<file path="src/rtl/tc_io_pkg.sv">
// Shared types and constants for the TinyComp serial input path.
// The receiver carries an extra PARITY state that is only entered when TC_IN_PARITY_EN is defined.
package tc_io_pkg;

    typedef enum logic [2:0] {
        RX_IDLE,
        RX_START,
        RX_DATA,
        RX_PARITY,
        RX_STOP,
        RX_BREAK
    } rx_state_e;

    localparam int unsigned BYTE_IDX_W           = 2;
    localparam int unsigned DEFAULT_CLKS_PER_BIT = 868;

endpackage

</file>
<file path="src/rtl/tc_uart_rx.sv">
// UART receiver: 2-flop synchronizer, receive FSM and bit-time counter, 8N1 by default.
// Defining TC_IN_PARITY_EN switches the frame to 8E1 and adds the parity_err_o output.
module tc_uart_rx
    import tc_io_pkg::*;
#(
    parameter int unsigned CLKS_PER_BIT = DEFAULT_CLKS_PER_BIT
) (
    input  logic       clk_i,
    input  logic       rst_i,
    input  logic       rxd_i,
    output logic       byte_vld_o,
    output logic [7:0] byte_o,
`ifdef TC_IN_PARITY_EN
    output logic       parity_err_o,
`endif
    output logic       frame_err_o
);

    localparam int unsigned   CNT_W   = $clog2(CLKS_PER_BIT);
    localparam logic [CNT_W-1:0] HALF_M1 = CNT_W'(CLKS_PER_BIT / 2 - 1);
    localparam logic [CNT_W-1:0] FULL_M1 = CNT_W'(CLKS_PER_BIT - 1);

    logic             rx_meta_q, rx_sync_q, rx_prev_q;
    rx_state_e        state_q, state_d;
    logic [CNT_W-1:0] cnt_q, cnt_d;
    logic [2:0]       bit_q, bit_d;
    logic [7:0]       shift_q, shift_d;
    logic             byte_ok;
`ifdef TC_IN_PARITY_EN
    logic             par_bad_q, par_bad_d;
`endif

    // Synchronizer and edge history idle high so reset never looks like a start edge.
    always_ff @(posedge clk_i or posedge rst_i) begin
        if (rst_i) begin
            rx_meta_q <= 1'b1;
            rx_sync_q <= 1'b1;
            rx_prev_q <= 1'b1;
            state_q   <= RX_IDLE;
            cnt_q     <= '0;
            bit_q     <= '0;
            shift_q   <= '0;
`ifdef TC_IN_PARITY_EN
            par_bad_q <= 1'b0;
`endif
        end else begin
            rx_meta_q <= rxd_i;
            rx_sync_q <= rx_meta_q;
            rx_prev_q <= rx_sync_q;
            state_q   <= state_d;
            cnt_q     <= cnt_d;
            bit_q     <= bit_d;
            shift_q   <= shift_d;
`ifdef TC_IN_PARITY_EN
            par_bad_q <= par_bad_d;
`endif
        end
    end

`ifdef TC_IN_PARITY_EN
    assign byte_ok = ~par_bad_q;
`else
    assign byte_ok = 1'b1;
`endif

    always_comb begin
        state_d      = state_q;
        cnt_d        = cnt_q;
        bit_d        = bit_q;
        shift_d      = shift_q;
        byte_vld_o   = 1'b0;
        frame_err_o  = 1'b0;
`ifdef TC_IN_PARITY_EN
        par_bad_d    = par_bad_q;
        parity_err_o = 1'b0;
`endif
        case (state_q)
            RX_IDLE: begin
                if (rx_prev_q && !rx_sync_q) begin
                    state_d = RX_START;
                    cnt_d   = HALF_M1;
                end
            end
            RX_START: begin
                if (cnt_q == '0) begin
                    if (!rx_sync_q) begin
                        state_d = RX_DATA;
                        cnt_d   = FULL_M1;
                        bit_d   = '0;
                    end else begin
                        state_d = RX_IDLE;
                    end
                end else begin
                    cnt_d = cnt_q - CNT_W'(1);
                end
            end
            RX_DATA: begin
                if (cnt_q == '0) begin
                    shift_d = {rx_sync_q, shift_q[7:1]};
                    cnt_d   = FULL_M1;
                    bit_d   = bit_q + 3'd1;
                    if (bit_q == 3'd7) begin
`ifdef TC_IN_PARITY_EN
                        state_d = RX_PARITY;
`else
                        state_d = RX_STOP;
`endif
                    end
                end else begin
                    cnt_d = cnt_q - CNT_W'(1);
                end
            end
`ifdef TC_IN_PARITY_EN
            RX_PARITY: begin
                if (cnt_q == '0) begin
                    // Even parity: data bits plus parity bit must XOR to zero.
                    par_bad_d    = rx_sync_q ^ (^shift_q);
                    parity_err_o = rx_sync_q ^ (^shift_q);
                    state_d      = RX_STOP;
                    cnt_d        = FULL_M1;
                end else begin
                    cnt_d = cnt_q - CNT_W'(1);
                end
            end
`endif
            RX_STOP: begin
                if (cnt_q == '0) begin
                    if (rx_sync_q) begin
                        byte_vld_o = byte_ok;
                        state_d    = RX_IDLE;
                    end else begin
                        frame_err_o = 1'b1;
                        state_d     = RX_BREAK;
                    end
                end else begin
                    cnt_d = cnt_q - CNT_W'(1);
                end
            end
            RX_BREAK: begin
                if (rx_sync_q) begin
                    state_d = RX_IDLE;
                end
            end
            default: state_d = RX_IDLE;
        endcase
    end

    assign byte_o = shift_q;

endmodule

</file>
<file path="src/rtl/tc_in_port.sv">
// TinyComp input port: UART bytes assembled into little-endian 32-bit words and queued in a FIFO.
// TC_IN_PARITY_EN selects 8E1 framing and exposes the ParityErr pulse.
module tc_in_port
    import tc_io_pkg::*;
#(
    parameter int unsigned CLKS_PER_BIT = DEFAULT_CLKS_PER_BIT,
    parameter int unsigned DEPTH_LOG2   = 4
) (
    input  logic        Ph0,
    input  logic        Reset,
    input  logic        RxD,
    input  logic        InStrobe,
    output logic [31:0] InData,
    output logic        InRdy,
    output logic        Overrun,
`ifdef TC_IN_PARITY_EN
    output logic        ParityErr,
`endif
    output logic        FrameErr
);

    localparam int unsigned PTR_W = DEPTH_LOG2 + 1;
    localparam int unsigned DEPTH = 1 << DEPTH_LOG2;

    logic                  byte_vld;
    logic [7:0]            rx_byte;
    logic                  frame_err;
`ifdef TC_IN_PARITY_EN
    logic                  parity_err;
    logic                  parity_err_q;
`endif

    tc_uart_rx #(
        .CLKS_PER_BIT(CLKS_PER_BIT)
    ) u_rx (
        .clk_i       (Ph0),
        .rst_i       (Reset),
        .rxd_i       (RxD),
        .byte_vld_o  (byte_vld),
        .byte_o      (rx_byte),
`ifdef TC_IN_PARITY_EN
        .parity_err_o(parity_err),
`endif
        .frame_err_o (frame_err)
    );

    logic [BYTE_IDX_W-1:0] k_q, k_d;
    logic [23:0]           word_q, word_d;
    logic                  push_req;
    logic [31:0]           push_word;

    // Only the low three bytes are stored; the fourth goes straight into the FIFO.
    always_comb begin
        k_d       = k_q;
        word_d    = word_q;
        push_req  = 1'b0;
        push_word = {rx_byte, word_q};
        if (byte_vld) begin
            if (k_q == '1) begin
                push_req = 1'b1;
                k_d      = '0;
            end else begin
                k_d = k_q + BYTE_IDX_W'(1);
                case (k_q)
                    2'd0:    word_d[7:0]   = rx_byte;
                    2'd1:    word_d[15:8]  = rx_byte;
                    default: word_d[23:16] = rx_byte;
                endcase
            end
        end
    end

    logic [PTR_W-1:0] wr_ptr_q, rd_ptr_q;
    logic [31:0]      mem_q [DEPTH];
    logic             empty, full, pop, push_ok;
    logic             overrun_q, frame_err_q;

    assign empty   = (wr_ptr_q == rd_ptr_q);
    assign full    = (wr_ptr_q[DEPTH_LOG2] != rd_ptr_q[DEPTH_LOG2]) &&
                     (wr_ptr_q[DEPTH_LOG2-1:0] == rd_ptr_q[DEPTH_LOG2-1:0]);
    assign pop     = InStrobe && !empty;
    assign push_ok = push_req && (!full || pop);

    always_ff @(posedge Ph0 or posedge Reset) begin
        if (Reset) begin
            k_q          <= '0;
            word_q       <= '0;
            wr_ptr_q     <= '0;
            rd_ptr_q     <= '0;
            overrun_q    <= 1'b0;
            frame_err_q  <= 1'b0;
`ifdef TC_IN_PARITY_EN
            parity_err_q <= 1'b0;
`endif
        end else begin
            k_q          <= k_d;
            word_q       <= word_d;
            if (push_ok) wr_ptr_q <= wr_ptr_q + PTR_W'(1);
            if (pop)     rd_ptr_q <= rd_ptr_q + PTR_W'(1);
            overrun_q    <= push_req && full && !pop;
            frame_err_q  <= frame_err;
`ifdef TC_IN_PARITY_EN
            parity_err_q <= parity_err;
`endif
        end
    end

    always_ff @(posedge Ph0) begin
        if (push_ok) mem_q[wr_ptr_q[DEPTH_LOG2-1:0]] <= push_word;
    end

    assign InData   = empty ? '0 : mem_q[rd_ptr_q[DEPTH_LOG2-1:0]];
    assign InRdy    = !empty;
    assign Overrun  = overrun_q;
    assign FrameErr = frame_err_q;
`ifdef TC_IN_PARITY_EN
    assign ParityErr = parity_err_q;
`endif

endmodule

</file>
<file path="config.mk">
export PLATFORM = sky130hd
export DESIGN_NAME = tc_in_port
export DESIGN_NICKNAME = d
export VERILOG_FILES = /design/src/rtl/tc_io_pkg.sv /design/src/rtl/tc_uart_rx.sv /design/src/rtl/tc_in_port.sv
export SDC_FILE = /design/constraint.sdc
export NUM_CORES = 1
export LEC_CHECK = 0
export CAP_MARGIN = 5
export CORE_UTILIZATION = 56
export DETAILED_ROUTE_END_ITERATION = 10
export GPL_TIMING_DRIVEN = 0
export PLACE_DENSITY = 0.73
export SKIP_LAST_GASP = 1
export SYNTH_ARGS = -nofsm -noshare
export SYNTH_HDL_FRONTEND = slang
export SYNTH_HIERARCHICAL = 1
export SYNTH_SLANG_ARGS = --single-unit
</file>
<file path="constraint.sdc">
create_clock -name Ph0 -period 6.04 [get_ports Ph0]
set_input_delay 0.604 -clock Ph0 [delete_from_list [all_inputs] [get_ports Ph0]]
set_output_delay 0.604 -clock Ph0 [all_outputs]
set_load 0.03 [all_outputs]
</file>
* Yosys cells after proc, flatten, opt, wreduce, memory -nomap -nowiden
Memory sizes are Yosys's and may differ from the RTL's.
Cells that the tools add are included.
** Word-level totals
- Word-level logic and storage cells :: 97
- Memories :: 1
- RAM bits :: 512
- Register bits :: 65
** Memory list
- mem_q :: words 16, bits a word 32, read ports 1, clocked after memory_dff 0, wr ports 1, line tc_in_port.sv:74 : logic [31:0] mem_q [DEPTH];
** Operators by class
- $add $sub $neg :: 5
- Multiplexer cells :: 31
- Equality and inequality tests :: 19
- Reductions and logical operators :: 24
- Bitwise gates (word level) :: 2
** Operators with widths (number)
- $mux W10 :: 5
- $pmux W10 S4 :: 1
- $mux W32 :: 1
- $mux W3 :: 10
- $pmux W3 S5 :: 1
- $ne A2 B1 Y1 const B :: 6
- $add A5 B1 Y5 const B :: 2
- $logic_not A10 Y1 :: 1
- $mux W1 :: 10
- $sub A10 B1 Y10 const B :: 1
- $eq A3 B3 Y1 const B :: 3
- $reduce_and A3 Y1 :: 3
- $reduce_and A4 Y1 :: 2
- $logic_and A1 B1 Y1 :: 6
- $pmux W3 S2 :: 1
- $reduce_and A6 Y1 :: 1
- $eq A5 B5 Y1 :: 1
- $eq A4 B4 Y1 :: 1
- $logic_not A1 Y1 :: 4
- $mux W2 :: 2
- $ne A2 B2 Y1 const B :: 2
- $reduce_bool A4 Y1 :: 1
- $add A3 B1 Y3 const B :: 1
- $eq A3 B1 Y1 const B :: 1
- 13 further kinds :: 14

* Logic depth before layout (Yosys ltp)
- Depth in word-level cells :: 7
- Gate-level depth with buffers :: 9
- Depth with buffers taken out :: 8

* Hierarchy
Netlist, hierarchy kept.
** Modules (own cells, without submodules)
- tc_in_port :: seq. area each 16325.7 µm², area an instance 20928.8 µm², cells each 932, instances 1
- tc_uart_rx :: seq. area each 679.4 µm², area an instance 1609.0 µm², cells each 149, instances 1

* Worst setup path before layout
No wires, ideal clock.
- Path kind :: flip-flop to flip-flop
- Start :: register u_rx.cnt_q[0]
- End :: memory mem_q[15][0] (enable)
- Slack :: 1495 ps
- Period minus slack after synthesis :: 4545 ps
- Cell stages (with the launch flop) :: 8
- Arrival :: 4091 ps
- Path through :: dfrtp_1 > inv_1 > ha_1 > nor4b_4 > nand3_1 > nor4_1 > nand2_1 > a2111oi_2
** Between the ends
- Cells in the longest elaborated chain, start to end :: 7
** Ends and longest elaborated chain
- start, declared :: line tc_uart_rx.sv:25 : logic [CNT_W-1:0] cnt_q, cnt_d;
- start signal, assigned :: line tc_uart_rx.sv:51 : cnt_q <= cnt_d;
- $logic_not A10 Y1 :: line tc_uart_rx.sv:127 : if (cnt_q == '0) begin
- $mux W1 :: line tc_uart_rx.sv:127
- $mux W1 :: line tc_uart_rx.sv:77 : case (state_q)
- via byte_vld :: line tc_in_port.sv:25 : logic byte_vld;
- $mux W1 :: line tc_in_port.sv:58 : if (byte_vld) begin
- $logic_and A1 B1 Y1 :: line tc_in_port.sv:82 : assign push_ok = push_req && (!full || pop);
- $mux W1 :: line tc_in_port.sv:109 : if (push_ok) mem_q[wr_ptr_q[DEPTH_LOG2-1:0]] <= push_word;
- $mux W1 (not written as such) :: line tc_in_port.sv:109
- end, declared :: line tc_in_port.sv:74
The timed path passes the listed nets, and every way through them passes these cells.

* Final worst setup path
- Start :: register rd_ptr_q[1]
- End :: output port InData[28]
** Between the ends
- Cells in the longest elaborated chain, start to end :: 2
- Elaborated cells on any way between the ends :: 3
- Classes of those cells :: 1 x eq/ne; 1 x mux; 1 x memory
** Ends and longest elaborated chain
- start, declared :: line tc_in_port.sv:73 : logic [PTR_W-1:0] wr_ptr_q, rd_ptr_q;
- start signal, assigned :: line tc_in_port.sv:99 : if (pop) rd_ptr_q <= rd_ptr_q + PTR_W'(1);
- $mem_v2 Z16 W32 / $eq A5 B5 Y1 (equally long branches)
- $mux W32 * :: line tc_in_port.sv:112 : assign InData = empty ? '0 : mem_q[rd_ptr_q[DEPTH_LOG2-1:0]];
- end, declared :: line tc_in_port.sv:13 : output logic [31:0] InData,
Mark *: on every way between the ends. The rest lies on a longest branch, timed or not.

==> impl_metrics.py <==
metrics = {
    "run_status": {
        "status": "complete, no violations",
    },
    "placed_design": {
        "place_congestion": 0.8420,
        "final_hpwl_from_detailed_placement_mm": 30.11,
        "buffer_ports.inserted": 38,
        "placed_cells": 1663,
        "dpl_cell_area_sq_mm": 0.02403,
    },
    "worst_setup_path": {
        "critical_path.most_common_cell": "sky130_fd_sc_hd__clkbuf_1",
        "reg2reg_from": "u_rx/cnt_q[0]",
        "crit_chain": "clkbuf_1, buf_2, clkbuf_1, mux4_2, a22oi_1, a21oi_1, clkdlybuf4s50_1",
        "critPathKind": "reg2out",
        "critical_path.max_fanout": 10,
        "critical_path_required_ns": 5.44,
        "critical_path.startpoint_type": "flop",
        "timing.critical_path.from": "rd_ptr_q[1]",
        "worst_setup_path_end_kind": "output pin",
        "worst_path_largest_cell_delay_ns": 0.74,
        "cp_slowest_cell": "sky130_fd_sc_hd__clkbuf_1",
        "worstPathArrival_ns": 4.06,
    },
    "route": {
        "postRouteAntennaNets": 0,
        "routedWlPerCell_um": 27.28,
        "detail_route.drc_violations": 0,
        "detail_route.vias_per_cell": 6.348,
        "drt_wl_total_mm": 48.20,
        "count_of_tritonroute_iterations_in_the_first_routing_pass": 5,
        "num_vias": 11217,
        "drtIter0Drc": 1059,
    },
    "sta": {
        "grt_setup_unrepaired": "no",
        "finalSetupViolCount": 0,
        "hold_fails_final_rpt": 0,
        "achievable-frequency_ghz": 0.2143,
        "worst_slew_pin_slew_ns": 1.087,
        "timing.max_slew.rel_slack_pct": 27.44,
        "setup-tns-final_ns": 0,
        "final_worst_path_cycle_share_pct": 77.27,
        "final_max_slew_viol_count": 0,
        "timing.final.crit_period_ns": 4.667,
        "timing.hold.ws_ns": 0.3545,
        "fin_worst_skew_ns": 0.01476,
    },
    "clock_network": {
        "cts.reportedPaths.clkPinSlew_ns": 0.06,
        "cts.sinks": 577,
        "cts_made_buffers": 56,
        "cts-root-to-sink-buffers": 3,
        "cts.repair.resized": 0,
        "cts_setup_buffers": 0,
        "clock_insertion_delay_worst_skew_ns": 0.59,
        "cts-root-buf": "sky130_fd_sc_hd__clkbuf_16",
        "cts-htree-levels": 2,
        "tritoncts": "yes",
        "cts_hold_buffers": 0,
    },
    "synth": {
        "synth_async_sr_flop_share_pct": 11.27,
        "yosysWarningCount": 6,
        "synth.avg_cell_area_sq_um": 20.85,
        "synth_cell_type_count": 65,
        "postSynthNetCount": 1098,
        "synth_top_flop_cell": "sky130_fd_sc_hd__edfxtp_1",
        "synth_edf_count": 512,
        "syn-cell-area_sq_mm": 0.02254,
        "synthesis.instances": 1081,
        "yosys_register_bits": 577,
        "synth-seq-area-share_pct": 75.45,
    },
    "power_and_ir_drop": {
        "clock_power_share_pct": 36.1,
        "power.share.combinational_pct": 20.3,
        "p_per_area_mw_per_mm2": 386.3,
        "vdd.ir_drop.worst_mv": 0.3875,
        "seq_power_share_pct": 43.6,
        "power.switching_mw": 2.771,
        "leakage_power_nw": 9.491,
        "p_sw_share_pct": 27.61,
        "cell_internal_pwr_mw": 7.266,
    },
    "floorplan": {
        "floorplan.initialDensity_pct": 56.72,
        "chipWidth_um": 202.6,
        "floorplan.io_pins": 39,
        "fp-row-count": 73,
        "core_area_sq_mm": 0.03973,
        "die_area_sq_mm": 0.04105,
        "floorplan.die.height_um": 202.6,
    },
    "final_layout": {
        "num_antenna_cells": 0,
        "area_delta_synth_final_pct": 15.28,
        "seqCellArea_sq_mm": 0.01701,
        "layout.filler_cells": 2588,
        "finish.utilization_pct": 65.39,
        "multi_input_area_sq_mm": 0.005224,
        "most_used_cells_in_the_layout_excluding_fill_and_tap_cells": "512 x sky130_fd_sc_hd__edfxtp_1, 128 x sky130_fd_sc_hd__mux4_2, 64 x sky130_fd_sc_hd__a22oi_1",
        "fin_area_sq_mm": 0.02598,
        "proportion_of_layout_cells_with_a_drive_suffix_above_1_pct": 27.46,
        "final-instance-count-excl-fill": 1767,
        "layout.cells.most_common": "sky130_fd_sc_hd__edfxtp_1",
        "final_net_count": 1213,
    },
    "min_path": {
        "min-delay-start": "u_rx/rx_meta_q",
        "worst_hold_path_type": "reg2reg",
    },
    "global_routing": {
        "maximum_number_of_pins_on_one_net_before_global_route_repair": 28,
        "grt_remaining_overflow": 0,
        "global_route_wire_length_before_repair_mm": 73.18,
        "antenna_found_initial": 0,
        "grt_pass1_vias": 11777,
        "overall_fraction_of_global_route_tracks_in_use_pct": 24.58,
    },
    "job": {
        "max_cap_violations": 0,
    },
}
[metrics by stage]
stage,power (mW),worst slack (ns)
detailed placement,6.508,1.709
CTS,10.12,1.395
floorplan,5.823,1.495
finish,10.04,1.373
global route,10.37,1.182
global placement,6.476,-1.373
[metal layers]
layer  wire length (um)  vias up  global-route usage, %
li1                   -     4737                      -
met1              19450     5891                  34.07
met3               3708       79                  4.751
met5                  0        -                      0
met2              23950      510                  39.95
met4               1098        0                  7.680
[synthesized netlist by cell type, types with 4 or more instances]
cell type,n,area [sq um]
sky130_fd_sc_hd__nand3_1,4,20.02
sky130_fd_sc_hd__clkbuf_1,35,131.4
sky130_fd_sc_hd__buf_4,4,30.03
sky130_fd_sc_hd__edfxtp_1,512,15370
sky130_fd_sc_hd__mux2_2,26,292.8
sky130_fd_sc_hd__and2_1,7,43.79
sky130_fd_sc_hd__a22oi_1,64,480.5
sky130_fd_sc_hd__nand4_1,4,25.02
sky130_fd_sc_hd__mux2_4,7,105.1
sky130_fd_sc_hd__o21ai_0,7,35.03
sky130_fd_sc_hd__ha_1,13,162.7
sky130_fd_sc_hd__a21oi_1,42,210.2
sky130_fd_sc_hd__nor3_1,6,30.03
sky130_fd_sc_hd__mux4_2,128,2883
sky130_fd_sc_hd__buf_2,18,90.09
sky130_fd_sc_hd__nand2_1,13,48.80
sky130_fd_sc_hd__and3_1,12,75.07
sky130_fd_sc_hd__nor4_1,5,31.28
sky130_fd_sc_hd__dfrtp_1,62,1551
sky130_fd_sc_hd__nor2b_1,5,31.28
sky130_fd_sc_hd__inv_1,17,63.81
sky130_fd_sc_hd__nor2_1,16,60.06
sky130_fd_sc_hd__xor2_1,12,105.1
[power groups by stage]
stage	Sequential (mW)	Clock [mW]	Combinational, mW
detailed placement	4.46	0	2.05
global route	4.38	3.83	2.17
finish	4.38	3.63	2.03
global placement	4.45	0	2.02
floorplan	4.44	0	1.38
CTS	4.37	3.67	2.07
[critical path, delay by kind of cell (launching register included)]
family	cells	cell delay, ns
flops	1	0.35
buf+inv	4	2.32
mux	1	0.36
compound gates	2	0.44
[worst paths after layout]
path,end,slack (ns),depth (start not counted)
min in group asynchronous,rd_ptr_q[0],0.37,2
worst max register to register,mem_q[8][18],1.71,10
worst min-delay path,u_rx/rx_sync_q,0.35,0
max in group asynchronous,u_rx/byte_o[4],4.73,2
worst max-delay path,InData[28],1.37,7
worst min register to register,u_rx/rx_sync_q,0.35,0
[flip-flops by register name, indices dropped and copies added, names as in the netlist, 2 cells and up]
register,count
rd_ptr_q,5
u_rx/byte_o,8
u_rx/state_q,3
mem_q,512
word_q,24
u_rx/bit_q,3
wr_ptr_q,5
u_rx/cnt_q,10
k_q,2
[cell type report]
class	count	area share [%]
inverters	18	0.2600
repair buffers	57	3.087
flip-flops and latches	577	65.45
well taps	525	2.528
clock inverters	27	1.165
multi-input cells	426	20.10
plain buffers	60	1.050
clock buffers	77	6.357
[kinds of logic after synthesis]
family                   synth area share (%)
XOR/XNOR                               0.5441
AND/OR/NAND/NOR                         2.565
AO/OA/AOI/OAI                           4.508
multiplexers                            14.66
buffers and inverters                   1.510
adder cells (fa/ha/maj)                0.7661
flip-flops                              75.45
No activity file was read; power rests on OpenSTA's default activity.
